===== src/rtl/lfsr8_pkg.sv =====
// lfsr8_pkg
// Shared definitions for the 8-bit XNOR perturbation LFSR pair
// (transmitter and descrambler).
//   LFSR8_SEED      : power-on state of both ends
//   LFSR8_TAP_MASK  : feedback taps {7,5,4,3}
//   lfsr8_fb()      : XNOR feedback of a given state
//   lfsr8_fsm_e     : descrambler FSM states
package lfsr8_pkg;

  localparam logic [7:0] LFSR8_SEED     = 8'b0100_1100;
  localparam logic [7:0] LFSR8_TAP_MASK = 8'b1011_1000;

  typedef enum logic {
    FILL   = 1'b0,
    LOCKED = 1'b1
  } lfsr8_fsm_e;

  // XNOR of the tapped bits; the new bit shifted in at position 0.
  function automatic logic lfsr8_fb(input logic [7:0] state);
    return ~(^(state & LFSR8_TAP_MASK));
  endfunction

endpackage


===== src/rtl/lfsr8_lock_mon.sv =====
// lfsr8_lock_mon
// Lock-quality monitor: counts decoded bits in a sliding window of WINDOW
// bits and the recovered ones inside it; flags loss of lock when the
// ERR_THRESH-th one of a window arrives.
// Ports:
//   clk, rst_n : clock, async active-low reset
//   clr        : synchronous clear of both counters (lock acquisition)
//   bit_en     : a decoded bit is being accepted this cycle
//   rec        : recovered perturbation bit for that accepted bit
//   lol        : combinational loss-of-lock indication for this bit
module lfsr8_lock_mon #(
  parameter int WINDOW     = 64,
  parameter int ERR_THRESH = 16
) (
  input  logic clk,
  input  logic rst_n,
  input  logic clr,
  input  logic bit_en,
  input  logic rec,
  output logic lol
);

  localparam int WIN_W = $clog2(WINDOW);
  localparam int ERR_W = $clog2(ERR_THRESH + 1);

  logic [WIN_W-1:0] win_cnt;
  logic [ERR_W-1:0] err_cnt;
  logic             win_end;

  // Counters hold the count before the current bit, so the threshold is hit
  // when one more recovered one arrives on top of ERR_THRESH-1.
  assign lol     = bit_en && rec && (err_cnt == ERR_W'(ERR_THRESH - 1));
  assign win_end = (win_cnt == WIN_W'(WINDOW - 1));

  // Loss of lock and window end both clear, so a coincidence of the two
  // still reports lol (lol does not depend on win_end).
  always_ff @(posedge clk or negedge rst_n) begin
    if (!rst_n) begin
      win_cnt <= '0;
      err_cnt <= '0;
    end else if (clr || (bit_en && (lol || win_end))) begin
      win_cnt <= '0;
      err_cnt <= '0;
    end else if (bit_en) begin
      win_cnt <= win_cnt + 1'b1;
      err_cnt <= err_cnt + ERR_W'(rec);
    end
  end

endmodule


===== src/rtl/lfsr8_ptb_descrambler.sv =====
// lfsr8_ptb_descrambler
// Rebuilds the transmitter LFSR state from its serial feedback stream and
// recovers injected perturbation bits as received_bit ^ expected_feedback.
// Self-synchronises after 8 valid bits; drops lock on too many ones per window.
// Ports:
//   clk, rst_n    : clock, async active-low reset
//   i_bit         : received feedback bit (transmitter's new state[0])
//   i_bit_valid   : i_bit is meaningful this cycle
//   o_ptb         : recovered perturbation bit (holds between strobes)
//   o_ptb_valid   : one-cycle strobe qualifying o_ptb
//   o_locked      : FSM is in LOCKED
//   o_lol         : one-cycle loss-of-lock pulse
//   o_ptb_count   : saturating count of recovered ones since lock acquisition
//   o_state       : shadow LFSR state (debug)
//
// state  | meaning
// FILL   | loading shadow register; counts 8 accepted bits, no decode
// LOCKED | shadow tracks transmitter; every accepted bit is decoded
module lfsr8_ptb_descrambler #(
  parameter int WINDOW     = 64,
  parameter int ERR_THRESH = 16,
  parameter int CNT_W      = 16
) (
  input  logic             clk,
  input  logic             rst_n,
  input  logic             i_bit,
  input  logic             i_bit_valid,
  output logic             o_ptb,
  output logic             o_ptb_valid,
  output logic             o_locked,
  output logic             o_lol,
  output logic [CNT_W-1:0] o_ptb_count,
  output logic [7:0]       o_state
);

  import lfsr8_pkg::*;

  lfsr8_fsm_e state_q;
  lfsr8_fsm_e state_d;
  logic [2:0] fill_cnt;
  logic       exp_fb;
  logic       rec;
  logic       lol;
  logic       fill_inc;
  logic       enter_locked;
  logic       decode;

  assign exp_fb = lfsr8_fb(o_state);
  assign rec    = i_bit ^ exp_fb;

  // State register
  always_ff @(posedge clk or negedge rst_n) begin
    if (!rst_n) state_q <= FILL;
    else        state_q <= state_d;
  end

  // Next-state logic
  always_comb begin
    state_d = state_q;
    case (state_q)
      FILL:    if (i_bit_valid && (fill_cnt == 3'd7)) state_d = LOCKED;
      LOCKED:  if (lol) state_d = FILL;
      default: state_d = FILL;
    endcase
  end

  // Output/control decode
  always_comb begin
    fill_inc     = 1'b0;
    enter_locked = 1'b0;
    decode       = 1'b0;
    case (state_q)
      FILL: begin
        fill_inc     = i_bit_valid;
        enter_locked = i_bit_valid && (fill_cnt == 3'd7);
      end
      LOCKED:  decode = i_bit_valid;
      default: ;
    endcase
  end

  assign o_locked = (state_q == LOCKED);

  always_ff @(posedge clk or negedge rst_n) begin
    if (!rst_n)                     fill_cnt <= '0;
    else if (lol || enter_locked)   fill_cnt <= '0;
    else if (fill_inc)              fill_cnt <= fill_cnt + 1'b1;
  end

  // Shadow register keeps shifting in both states so a relock needs only
  // eight fresh bits after a loss of lock.
  always_ff @(posedge clk or negedge rst_n) begin
    if (!rst_n)           o_state <= LFSR8_SEED;
    else if (i_bit_valid) o_state <= {o_state[6:0], i_bit};
  end

  always_ff @(posedge clk or negedge rst_n) begin
    if (!rst_n) begin
      o_ptb       <= 1'b0;
      o_ptb_valid <= 1'b0;
      o_lol       <= 1'b0;
      o_ptb_count <= '0;
    end else begin
      o_ptb_valid <= decode;
      o_lol       <= lol;
      if (decode) o_ptb <= rec;
      if (enter_locked)
        o_ptb_count <= '0;
      else if (decode && rec && (o_ptb_count != {CNT_W{1'b1}}))
        o_ptb_count <= o_ptb_count + 1'b1;
    end
  end

  lfsr8_lock_mon #(
    .WINDOW     (WINDOW),
    .ERR_THRESH (ERR_THRESH)
  ) u_lock_mon (
    .clk    (clk),
    .rst_n  (rst_n),
    .clr    (enter_locked),
    .bit_en (decode),
    .rec    (rec),
    .lol    (lol)
  );

endmodule


===== config.mk =====
export PLATFORM = sky130hd
export DESIGN_NAME = lfsr8_ptb_descrambler
export DESIGN_NICKNAME = d
export VERILOG_FILES = /design/src/rtl/lfsr8_pkg.sv /design/src/rtl/lfsr8_lock_mon.sv /design/src/rtl/lfsr8_ptb_descrambler.sv
export SDC_FILE = /design/constraint.sdc
export NUM_CORES = 1
export LEC_CHECK = 0
export BUFFER_PORTS_ARGS = -buffer_cell sky130_fd_sc_hd__buf_2
export CAP_MARGIN = 0
export CORE_MARGIN = 5
export CORE_UTILIZATION = 50
export CTS_CLUSTER_DIAMETER = 120
export CTS_CLUSTER_SIZE = 24
export DETAILED_ROUTE_END_ITERATION = 6
export PLACE_DENSITY = 0.74
export SLEW_MARGIN = 5
export SYNTH_ARGS = -nofsm -noshare
export SYNTH_HDL_FRONTEND = slang
export SYNTH_SLANG_ARGS = --single-unit

===== constraint.sdc =====
create_clock -name clk -period 1.95 [get_ports clk]
set_clock_uncertainty 0.05 [all_clocks]
set_input_delay 0.39 -clock clk [delete_from_list [all_inputs] [get_ports clk]]
set_output_delay 0.39 -clock clk [all_outputs]
set_load 0.01 [all_outputs]

==> flow_summary.json <==
{
  "criticalPathCategory": "reg2reg",
  "clock_latency_ns": 0.29,
  "totalWireLength_um": 4770,
  "final-setup-viol-count": 13,
  "syn-num-nets": 210,
  "synth_edf_count": 0,
  "portBuffers": 31,
  "grt_pass1_wl_um": 7472,
  "synth_ff_type": "dfrtp_1",
  "antenna_cells": 0,
  "cts.htree.levels": 2,
  "start_util_pct": 51.65,
  "r2r_cells": 9,
  "tritoncts": "built",
  "core-area_um2": 4029,
  "dieArea_um2": 5552,
  "rr_startpoint": "o_state[3]",
  "fin_cells": 314,
  "power.total_mw": 3.498,
  "use_met3_pct": 3.649,
  "avgSynthCellArea_um2": 10.40,
  "maxSlewViolCount": 0,
  "cts_root_buf": "clkbuf_8",
  "post_drt_wl_per_cell_um": 15.19,
  "ys_types": 40,
  "post-route-period-util_pct": 104.0,
  "leakage_nw": 1.280,
  "grt_usage_pct": 17.40,
  "mostFrequentLayoutCell": "dfrtp_1",
  "arrival_ns": 2.16,
  "grt_overflow_total": 0,
  "clockBufferDepth": 2,
  "synth_seq_area_share_pct": 50.69,
  "grt_util_met2_pct": 28.68,
  "rsz0062_at_grt": "yes",
  "dr.pass1.iters": 5,
  "synth_cells": 200,
  "cts_buffers": 5,
  "status": "complete, but fails checks",
  "worst_pin_slew_ns": 0.7116,
  "cp_max_fo": 5,
  "design_area_um2": 2750,
  "reg2reg_to": "u_lock_mon.err_cnt[4]",
  "slew_headroom_pct": 52.16,
  "synthTopCellsByArea": "dfrtp_1, mux2_2, dfstp_2",
  "syn_to_final_growth_pct": 32.17,
  "final_util_pct": 68.26,
  "hold_slack_ns": 0.09881,
  "die-height_um": 74.51,
  "drt_iter0_markers": 108,
  "grt_pass1_vias": 1696,
  "placed_cells": 300,
  "synth_top_area_share_pct": 46.90,
  "hpwlAfterDp_um": 3154,
  "top_usage_layer": "met2",
  "grt_max_degree": 43,
  "hold_class": "in2async",
  "hold_buffers": 0,
  "yosys_register_bits": 42,
  "netlist_area_um2": 2081,
  "antenna_found_initial": 0,
  "post-route-min-period_ns": 2.027,
  "required_ns": 2.08,
  "ir_drop_uv": 901.9,
  "power.density_nw_per_um2": 1272,
  "grt.met1_usage_pct": 22.94,
  "fmax_mhz": 493.2,
  "r2r_slack_ns": -0.08,
  "startpoint_type": "flop",
  "path_clk_slew_ns": 0.08,
  "fp.dieW_um": 74.51,
  "num_io_pins": 32,
  "layout_setup_ws_ns": -0.07744,
  "layout_common_cells": "dfrtp_1, buf_2, buf_4, nand2_1, nor2_1",
  "placed_area_um2": 2482,
  "post-route-drc-count": 0,
  "num_rows": 23,
  "drive_gt1_share_pct": 39.77,
  "maxCapViolCount": 0,
  "final_nets": 273,
  "startpoint": "o_state[3]",
  "viasPerCell": 5.688,
  "cts_sinks": 42,
  "ant_nets": 0,
  "synth.largest_area_cell": "dfrtp_1",
  "vias": 1786,
  "gp_congestion": 0.7939,
  "violations": "negative setup slack",
  "critPathCaptureType": "flop",
  "async_reset_ff_share_pct": 100.0,
  "yosys_warnings": 0,
  "hold_viol": 0
}
-- registers in the layout (all words and copies together) (netlist names) --
register,flops
u_lock_mon.err_cnt,5
u_lock_mon.win_cnt,6
o_state,8
o_ptb,1
o_locked,1
fill_cnt,3
o_lol,1
o_ptb_valid,1
o_ptb_count,16
-- critical path: stages (launching register included) --
cell and delay (ns):
dfstp_2 0.54, xnor3_2 0.30, xnor2_4 0.26, inv_4 0.10
ha_4 0.18, ha_4 0.17, nand3_4 0.10, nor3_4 0.04
a21oi_2 0.11, o21ai_1 0.07
-- cell type report --
type | count | area (um^2)
clock buffers | 7 | 86.33
well taps | 50 | 62.56
multi-input cells | 149 | 1144
fillers | 300 | 1279
flip-flops and latches | 42 | 1055
clock inverters | 1 | 5.005
repair buffers | 59 | 372.9
inverters | 6 | 25.02
-- stage by stage --
step | TNS (ns) | worst slack [ns]
after global routing | -2.074 | -0.1557
final | -0.5747 | -0.07744
after global placement | -1.272 | -0.1418
after CTS | -0.05033 | -0.03008
after detailed placement | -1.674 | -0.1998
after floorplan | -0.2243 | -0.1003
-- cell families (layout without fill, tap and decap cells) --
kind of cell	after synthesis	after routing	synth area share (%)
XOR/XNOR	8	8	4.390
adder cells (fa/ha/maj)	6	6	3.608
buffers and inverters	9	73	1.744
multiplexers	9	9	4.811
AO/OA/AOI/OAI	48	48	15.09
flip-flops	42	42	50.69
AND/OR/NAND/NOR	78	78	19.66
-- repair_timing --
item | in CTS | in global routing
buffers inserted | 2 | 5
setup endpoints to repair | 14 | 25
pin swaps | 1 | 14
gates resized for setup | 2 | 25
-- how the worst max path moves through the flow --
stage / end / slack, ns / cells after the start
2_1_floorplan: u_lock_mon.err_cnt[4] / -0.10 / 9
3_3_place_gp: u_lock_mon.err_cnt[4] / -0.14 / 10
3_5_place_dp: u_lock_mon.err_cnt[2] / -0.20 / 8
4_1_cts: u_lock_mon.err_cnt[2] / -0.03 / 7
5_1_grt: o_ptb_count[14] / -0.16 / 6
6_report: u_lock_mon.err_cnt[4] / -0.08 / 9
-- metal layers --
layer | share of wire [%] | vias up
li1 | - | 869
met1 | 42 | 865
met2 | 51 | 44
met3 | 5.5 | 8
met4 | 1.3 | 0
met5 | 0 | -
-- cell usage after synthesis (2+ instances only) --
master,n
dfrtp_1,39
nand2_1,21
nor2_1,14
o21ai_0,14
a21oi_1,13
nand3_1,11
mux2_2,8
o31ai_1,7
ha_1,6
inv_1,5
nor3_1,5
or3_1,5
and3_1,4
nand4_1,4
nor3b_1,4
xor2_1,4
a21o_1,3
a22o_1,3
dfstp_2,3
or4_1,3
clkbuf_1,2
o211ai_1,2
o21bai_1,2
xnor2_1,2
-- report_power, final --
group | internal (mW) | switching (mW) | total, mW | leakage [nW]
sequential | 1.11 | 0.223 | 1.33 | 0.510
clock | 0.286 | 0.287 | 0.572 | 0.0482
combinational | 0.830 | 0.767 | 1.60 | 0.721
total | 2.22 | 1.28 | 3.50 | 1.28
No activity file was read; power rests on OpenSTA's default activity.
